===== config.mk =====
export PLATFORM = sky130hd
export DESIGN_NAME = wb_pipe_reg_flat
export DESIGN_NICKNAME = d
export VERILOG_FILES = /design/src/rtl/wb_pipe_reg_if.sv /design/src/rtl/wb_pipe_reg.sv /design/src/flat_wrapper.sv
export SDC_FILE = /design/constraint.sdc
export NUM_CORES = 1
export LEC_CHECK = 0
export CORE_MARGIN = 5
export CORE_UTILIZATION = 51
export CTS_CLUSTER_SIZE = 16
export DETAILED_ROUTE_END_ITERATION = 8
export MAX_ROUTING_LAYER = met4
export PLACE_DENSITY = 0.84
export SLEW_MARGIN = 15
export SYNTH_ARGS = -nofsm -noshare
export SYNTH_HDL_FRONTEND = slang
export SYNTH_SLANG_ARGS = --single-unit

===== constraint.sdc =====
create_clock -name clk -period 2 [get_ports clk]
set_input_delay 0.4 -clock clk [delete_from_list [all_inputs] [get_ports clk]]
set_output_delay 0.4 -clock clk [all_outputs]
set_load 0.02 [all_outputs]

===== src/rtl/wb_pipe_reg_if.sv =====
// MEM->WB stage bus: upstream slot transfer, downstream head slot and fill level.
// The master side is the producer/consumer pair around the stage; slave is the stage itself.
interface wb_pipe_reg_if #(
    parameter int DATA_W = 32,
    parameter int IDX_W  = 5,
    parameter int CTRL_W = 2
);
    logic              in_valid;
    logic              in_ready;
    logic [DATA_W-1:0] in_mem_data;
    logic [DATA_W-1:0] in_data;
    logic [CTRL_W-1:0] in_ctrl;
    logic [IDX_W-1:0]  in_rd;

    logic              out_valid;
    logic              out_ready;
    logic [DATA_W-1:0] out_mem_data;
    logic [DATA_W-1:0] out_data;
    logic [CTRL_W-1:0] out_ctrl;
    logic [IDX_W-1:0]  out_rd;

    logic [1:0]        occupancy;

    modport master (
        output in_valid, in_mem_data, in_data, in_ctrl, in_rd, out_ready,
        input  in_ready, out_valid, out_mem_data, out_data, out_ctrl, out_rd, occupancy
    );

    modport slave (
        input  in_valid, in_mem_data, in_data, in_ctrl, in_rd, out_ready,
        output in_ready, out_valid, out_mem_data, out_data, out_ctrl, out_rd, occupancy
    );
endinterface


===== src/rtl/wb_pipe_reg.sv =====
// MEM->WB pipeline register with a 2-entry skid buffer (main + skid), registered
// in_ready, synchronous flush and bubble-gated control bits.
module wb_pipe_reg #(
    parameter int DATA_W = 32,
    parameter int IDX_W  = 5,
    parameter int CTRL_W = 2
) (
    input  logic            clk,
    input  logic            reset,
    input  logic            flush,
    wb_pipe_reg_if.slave    bus
);

    typedef struct packed {
        logic [DATA_W-1:0] mem_data;
        logic [DATA_W-1:0] data;
        logic [CTRL_W-1:0] ctrl;
        logic [IDX_W-1:0]  rd;
    } slot_t;

    slot_t main_q, main_nxt;
    slot_t skid_q, skid_nxt;
    logic  main_vld, main_vld_nxt;
    logic  skid_vld, skid_vld_nxt;
    logic  ready_q;
    slot_t in_slot;
    logic  accept, release_head;

    assign in_slot      = '{mem_data: bus.in_mem_data, data: bus.in_data,
                            ctrl: bus.in_ctrl, rd: bus.in_rd};
    assign accept       = bus.in_valid & ready_q;
    assign release_head = main_vld & bus.out_ready;

    // skid_vld implies main_vld, so the three branches cover occupancy 0/1/2.
    always_comb begin
        main_nxt     = main_q;
        skid_nxt     = skid_q;
        main_vld_nxt = main_vld;
        skid_vld_nxt = skid_vld;
        if (flush) begin
            main_vld_nxt = 1'b0;
            skid_vld_nxt = 1'b0;
        end else if (!main_vld) begin
            if (accept) begin
                main_nxt     = in_slot;
                main_vld_nxt = 1'b1;
            end
        end else if (!skid_vld) begin
            if (accept && release_head) begin
                main_nxt = in_slot;
            end else if (accept) begin
                skid_nxt     = in_slot;
                skid_vld_nxt = 1'b1;
            end else if (release_head) begin
                main_vld_nxt = 1'b0;
            end
        end else if (release_head) begin
            main_nxt     = skid_q;
            skid_vld_nxt = 1'b0;
        end
    end

    always_ff @(posedge clk or negedge reset) begin
        if (!reset) begin
            main_q   <= '0;
            skid_q   <= '0;
            main_vld <= 1'b0;
            skid_vld <= 1'b0;
            ready_q  <= 1'b1;
        end else begin
            main_q   <= main_nxt;
            skid_q   <= skid_nxt;
            main_vld <= main_vld_nxt;
            skid_vld <= skid_vld_nxt;
            ready_q  <= !skid_vld_nxt;
        end
    end

    // Control bits are gated so a bubble can never issue a register write.
    assign bus.in_ready     = ready_q;
    assign bus.out_valid    = main_vld;
    assign bus.out_mem_data = main_q.mem_data;
    assign bus.out_data     = main_q.data;
    assign bus.out_ctrl     = main_vld ? main_q.ctrl : '0;
    assign bus.out_rd       = main_q.rd;
    assign bus.occupancy    = {1'b0, main_vld} + {1'b0, skid_vld};

endmodule


===== src/flat_wrapper.sv =====
// flat-port wrapper written by rule: the top's interface ports become plain ports
module wb_pipe_reg_flat 
#(
    parameter int DATA_W = 32,
    parameter int IDX_W  = 5,
    parameter int CTRL_W = 2
)
  (clk, reset, flush, bus_in_valid, bus_in_mem_data, bus_in_data, bus_in_ctrl, bus_in_rd, bus_out_ready, bus_in_ready, bus_out_valid, bus_out_mem_data, bus_out_data, bus_out_ctrl, bus_out_rd, bus_occupancy);
  wb_pipe_reg_if #(.DATA_W(DATA_W), .IDX_W(IDX_W), .CTRL_W(CTRL_W)) bus_i ();
  input  logic clk;
  input  logic reset;
  input  logic flush;
  input wire logic [$bits(bus_i.in_valid)-1:0] bus_in_valid;
  input wire logic [$bits(bus_i.in_mem_data)-1:0] bus_in_mem_data;
  input wire logic [$bits(bus_i.in_data)-1:0] bus_in_data;
  input wire logic [$bits(bus_i.in_ctrl)-1:0] bus_in_ctrl;
  input wire logic [$bits(bus_i.in_rd)-1:0] bus_in_rd;
  input wire logic [$bits(bus_i.out_ready)-1:0] bus_out_ready;
  output wire logic [$bits(bus_i.in_ready)-1:0] bus_in_ready;
  output wire logic [$bits(bus_i.out_valid)-1:0] bus_out_valid;
  output wire logic [$bits(bus_i.out_mem_data)-1:0] bus_out_mem_data;
  output wire logic [$bits(bus_i.out_data)-1:0] bus_out_data;
  output wire logic [$bits(bus_i.out_ctrl)-1:0] bus_out_ctrl;
  output wire logic [$bits(bus_i.out_rd)-1:0] bus_out_rd;
  output wire logic [$bits(bus_i.occupancy)-1:0] bus_occupancy;
  assign bus_i.in_valid = bus_in_valid;
  assign bus_i.in_mem_data = bus_in_mem_data;
  assign bus_i.in_data = bus_in_data;
  assign bus_i.in_ctrl = bus_in_ctrl;
  assign bus_i.in_rd = bus_in_rd;
  assign bus_i.out_ready = bus_out_ready;
  assign bus_in_ready = bus_i.in_ready;
  assign bus_out_valid = bus_i.out_valid;
  assign bus_out_mem_data = bus_i.out_mem_data;
  assign bus_out_data = bus_i.out_data;
  assign bus_out_ctrl = bus_i.out_ctrl;
  assign bus_out_rd = bus_i.out_rd;
  assign bus_occupancy = bus_i.occupancy;
  wb_pipe_reg #(.DATA_W(DATA_W), .IDX_W(IDX_W), .CTRL_W(CTRL_W)) u_core (.clk(clk), .reset(reset), .flush(flush), .bus(bus_i));
endmodule

; Word-level counts from Yosys, hierarchy flattened
; Index checks and enable logic that the tools add are counted.
[word_totals]
register_bits = 145
out_inout_bits = 75
[op_classes]
add_sub_neg = 1
n_eq_ne = 2
n_mux = 17
bitwise = 5
reduce_logical = 5
[op_table]
columns = operator, count
row1 = $mux 71, 5
row2 = $mux 1, 11
row3 = $ne 3x3->1 const B, 2
row4 = $reduce_and 5->1, 1
row5 = $reduce_and 4->1, 1
row6 = $not 1->1, 3
row7 = $add 1x1->2, 1
row8 = $and 1x1->1, 2
row9 = $mux 2, 1
row10 = $reduce_bool 2->1, 1
row11 = $logic_and 1x1->1, 1
row12 = $logic_not 1->1, 1

; Depth between registers and ports, before layout
[logic_depth]
ltp_word = 7
ltp_mapped = 5

; Worst setup path after synthesis
; No wires, ideal clock.
[synth_timing]
kind = flip-flop to flip-flop
startpoint = reg u_core.main_vld (netlist: u_core.bus.out_valid)
endpoint = reg u_core.main_q (netlist bit u_core.bus.out_data[0])
setup_ns = 0.125
t_arrival_ns = 1.772
t_required_ns = 1.875
path_slack_ns = 0.103
stages_incl_launch_ff = 6
n_path_buf = 2
period_less_slack_ns = 1.897
path_cell_list = dfrtp_1 buf_4 nand2_2 a221oi_4 buf_6 mux2_2
[synth_via]
elab_chain_len = 4
word_cells_on_any_way = 7
cone_classes = eq/ne (2) / mux (1) / bitwise (1) / reduce/logical (3)
[synth_lines]
columns = item, line_no
row1 = "start, declared", wb_pipe_reg.sv:23  ; logic main_vld, main_vld_nxt;
row2 = "start signal, assigned", wb_pipe_reg.sv:73  ; main_vld <= main_vld_nxt;
row3 = $and 1x1->1, wb_pipe_reg.sv:32  ; assign release_head = main_vld & bus.out_ready;
row4 = $logic_and 1x1->1, wb_pipe_reg.sv:49  ; if (accept && release_head) begin
row5 = $ne 3x3->1 (no source line), n/a
row6 = $reduce_and 4->1 (no source line), n/a
row7 = "end signal, assigned", wb_pipe_reg.sv:71  ; main_q <= main_nxt;
row8 = "end, declared", wb_pipe_reg.sv:21  ; slot_t main_q, main_nxt;
; Several ways; a longest one is shown, not always the timed one.
; A chain may end at the register's enable or synchronous reset.

; Final worst setup path
[layout_timing]
startpoint = reg u_core.main_vld (netlist: u_core.bus.out_valid)
endpoint = out bus_occupancy[0]
[layout_via]
elab_chain_len = 1
[layout_lines]
columns = item, line_no
row1 = $add 1x1->2, wb_pipe_reg.sv:86  ; assign bus.occupancy = {1'b0, main_vld} + {1'b0, skid_vld};
row2 = "end, declared", flat_wrapper.sv:25  ; output wire logic [$bits(bus_i.occupancy)-1:0] bus_occupancy;
; Every way passes these cells.

==> impl_metrics.tcl <==
set metrics [dict create \
    drtIter0Drc 154 \
    fin_cells 751 \
    dp_cells 718 \
    ant_nets 0 \
    grt_max_degree 50 \
    synth-seq-area-share_pct 53.4 \
    synth.net_count 540 \
    layout_common_cells "mux2_2 (213), clkdlybuf4s50_1 (143), dfrtp_1 (142), clkbuf_16 (17), buf_4 (13)" \
    p_leak_nw 3.77 \
    setup_viol 0 \
    met1Wirelength_um 5640 \
    drc 0 \
    clock_latency_ns 0.40 \
    syn_area_sq_mm 0.00680 \
    ys_ff_latch 145 \
    die_h_um 125 \
    initial_core_util_pct 51.8 \
    first_pass_iters 4 \
    worst_pin_slew_ns 0.439 \
    cts_sinks 145 \
    r2r_slack_ns 0.18 \
    crit_required_ns 1.60 \
    wl_um 13600 \
    core_sq_mm 0.0131 \
    endpoint_kind "primary output" \
    hold_path.class "primary input to asynchronous set/reset pin" \
    die_area_sq_mm 0.0157 \
    ys_types 19 \
    ys_warn_count 0 \
    cts_buffers 17 \
    final_common_cell "mux2_2" \
    vias_per_cell 5.14 \
    fp.dieW_um 125 \
    ctsRootBufferMaster "clkbuf_16" \
    fin_crit_ns 1.88 \
    final.period_utilization_pct 94.1 \
    final_area_sq_mm 0.00872 \
    grt_pass1_vias 4486 \
    crit_arrival_ns 1.48 \
    cts_setup_buffers 0 \
    fin_worst_skew_ns 0.00525 \
    critPathLaunchType "flip-flop" \
    crit_type "flip-flop to primary output" \
    vias 3861 \
    cts_tree "done" \
    final_util_pct 66.4 \
    crit_fanout 6 \
    rsz0062_at_grt "false" \
    syn_area_per_cell_sq_um 14.7 \
    ios 151 \
    grt_usage_pct 18.5 \
    r2r_start "u_core.bus.in_ready$_DFF_PN1_" \
    wl_met3_um 679 \
    rr_worst_depth 4 \
    reg2reg_to "u_core.bus.out_data[14]$_DFFE_PN0P_" \
    antenna_found_initial 0 \
    worst_ir_drop_vdd_uv 752 \
    clockBufferDepth 2 \
    powerDensity_mw_per_mm2 1090 \
    netlist_instances 463 \
    syn_to_final_growth_pct 28.2 \
    max_cap_viol_count 0 \
    max_freq_ghz 0.531 \
    top_layer "met4" \
    slew_headroom_pct 70.7 \
    num_antenna_cells 0 \
    clk_pin_slew_ns 0.06 \
    htreeDepth 4 \
    grt_pass1_wl_um 22700 \
    post_drt_wl_per_cell_um 18.0 \
    status "finished clean" \
    hold_viol 0 \
    layout-drive-gt1-share_pct 46.4 \
    port_buffers 150 \
    final_nets 639 \
    grt_overflow 0 \
    place.gp.congestion 0.747 \
    dp_hpwl_um 9410 \
    rows 42 \
    fin_tns_setup_ns 0 \
    wl_met2_um 7050 \
    drv_slew 0 \
    placed_cell_area_sq_mm 0.00810 \
]
-- registers in the layout (all words and copies together), names as in the netlist --
| register | cells |
|---|---|
| u_core.bus.out_data | 32 |
| u_core.bus.out_valid | 1 |
| u_core.skid_vld | 1 |
| u_core.main_q | 2 |
| u_core.bus.out_rd | 5 |
| u_core.skid_q | 71 |
| u_core.bus.in_ready | 1 |
| u_core.bus.out_mem_data | 32 |
-- cell type report --
class	instances	area, sq um
fillers	949	4420
multi-input cells	225	2500
flip-flops and latches	145	3630
clock buffers	30	564
inverters	2	7.51
repair buffers	171	1750
clock inverters	2	37.5
well taps	176	220
-- synth_stat cells, drive strengths merged --
cell | instances | share of area (%)
ha | 1 | 0.18
dfstp | 1 | 0.39
buf | 84 | 9.4
a21oi | 1 | 0.074
and2 | 2 | 0.18
a31oi | 1 | 0.092
a211o | 1 | 0.13
mux2 | 213 | 35
a221oi | 1 | 0.39
nand4 | 1 | 0.092
o21ai | 1 | 0.074
nand2 | 2 | 0.15
dfrtp | 144 | 53
inv | 2 | 0.11
clkbuf | 7 | 0.39
nor3 | 1 | 0.074
-- worst max path at each step --
stage	startpoint	endpoint	slack [ns]	depth (start not counted)
finish	u_core.bus.out_valid$_DFF_PN0_	bus_occupancy[0]	0.12	2
detailed placement	bus_out_ready	u_core.bus.out_data[14]$_DFFE_PN0P_	-0.20	5
global placement	bus_out_ready	u_core.bus.out_data[7]$_DFFE_PN0P_	-0.17	5
CTS	u_core.bus.out_valid$_DFF_PN0_	bus_out_ctrl[1]	0.003	2
floorplan	u_core.bus.out_valid$_DFF_PN0_	u_core.bus.out_data[0]$_DFFE_PN0P_	0.10	5
global route	u_core.bus.out_valid$_DFF_PN0_	bus_occupancy[0]	0.07	2
-- metrics by stage --
step                      setup WS, ns  hold slack (ns)  total power [W]
after floorplan                  0.103            0.104          0.00571
after global placement          -0.172            0.357          0.00629
after detailed placement        -0.204            0.358          0.00643
after CTS                      0.00302            0.485          0.00958
after global routing            0.0726            0.518          0.00993
final                            0.118            0.490          0.00948
-- routing by layer --
metal | GRT usage, % | up-vias
met5 | - | -
met4 | 4.78 | 0
met3 | 5.71 | 15
met2 | 30.7 | 121
met1 | 21.9 | 1966
li1 | - | 1759
-- cell families (layout without fill, tap and decap cells) --
family / after synthesis / count (layout) / share of synthesized area [%]
buffers and inverters: 93 / 205 / 9.90
multiplexers: 213 / 213 / 35.3
AND/OR/NAND/NOR: 6 / 6 / 0.497
adder cells (fa/ha/maj): 1 / 1 / 0.184
AO/OA/AOI/OAI: 5 / 5 / 0.755
flip-flops: 145 / 145 / 53.4
-- worst max-delay path: stages (launching register included) --
cell and delay [ns]:
dfrtp_2 0.45, ha_1 0.31, dlygate4sd2_1 0.32
-- what timing repair did --
| action | CTS | global route |
|---|---|---|
| endpoints found under the setup margin | 5 | 3 |
| gates resized for setup | 5 | 3 |
| hold endpoints to repair | 43 | 0 |
| hold buffers | 1 | 0 |
-- report_power, final --
group,switching (W),internal [W]
combinational,0.000937,0.00134
sequential,0.000405,0.00368
clock,0.00110,0.00202
total,0.00245,0.00703
(Power assumes the default switching activity.)
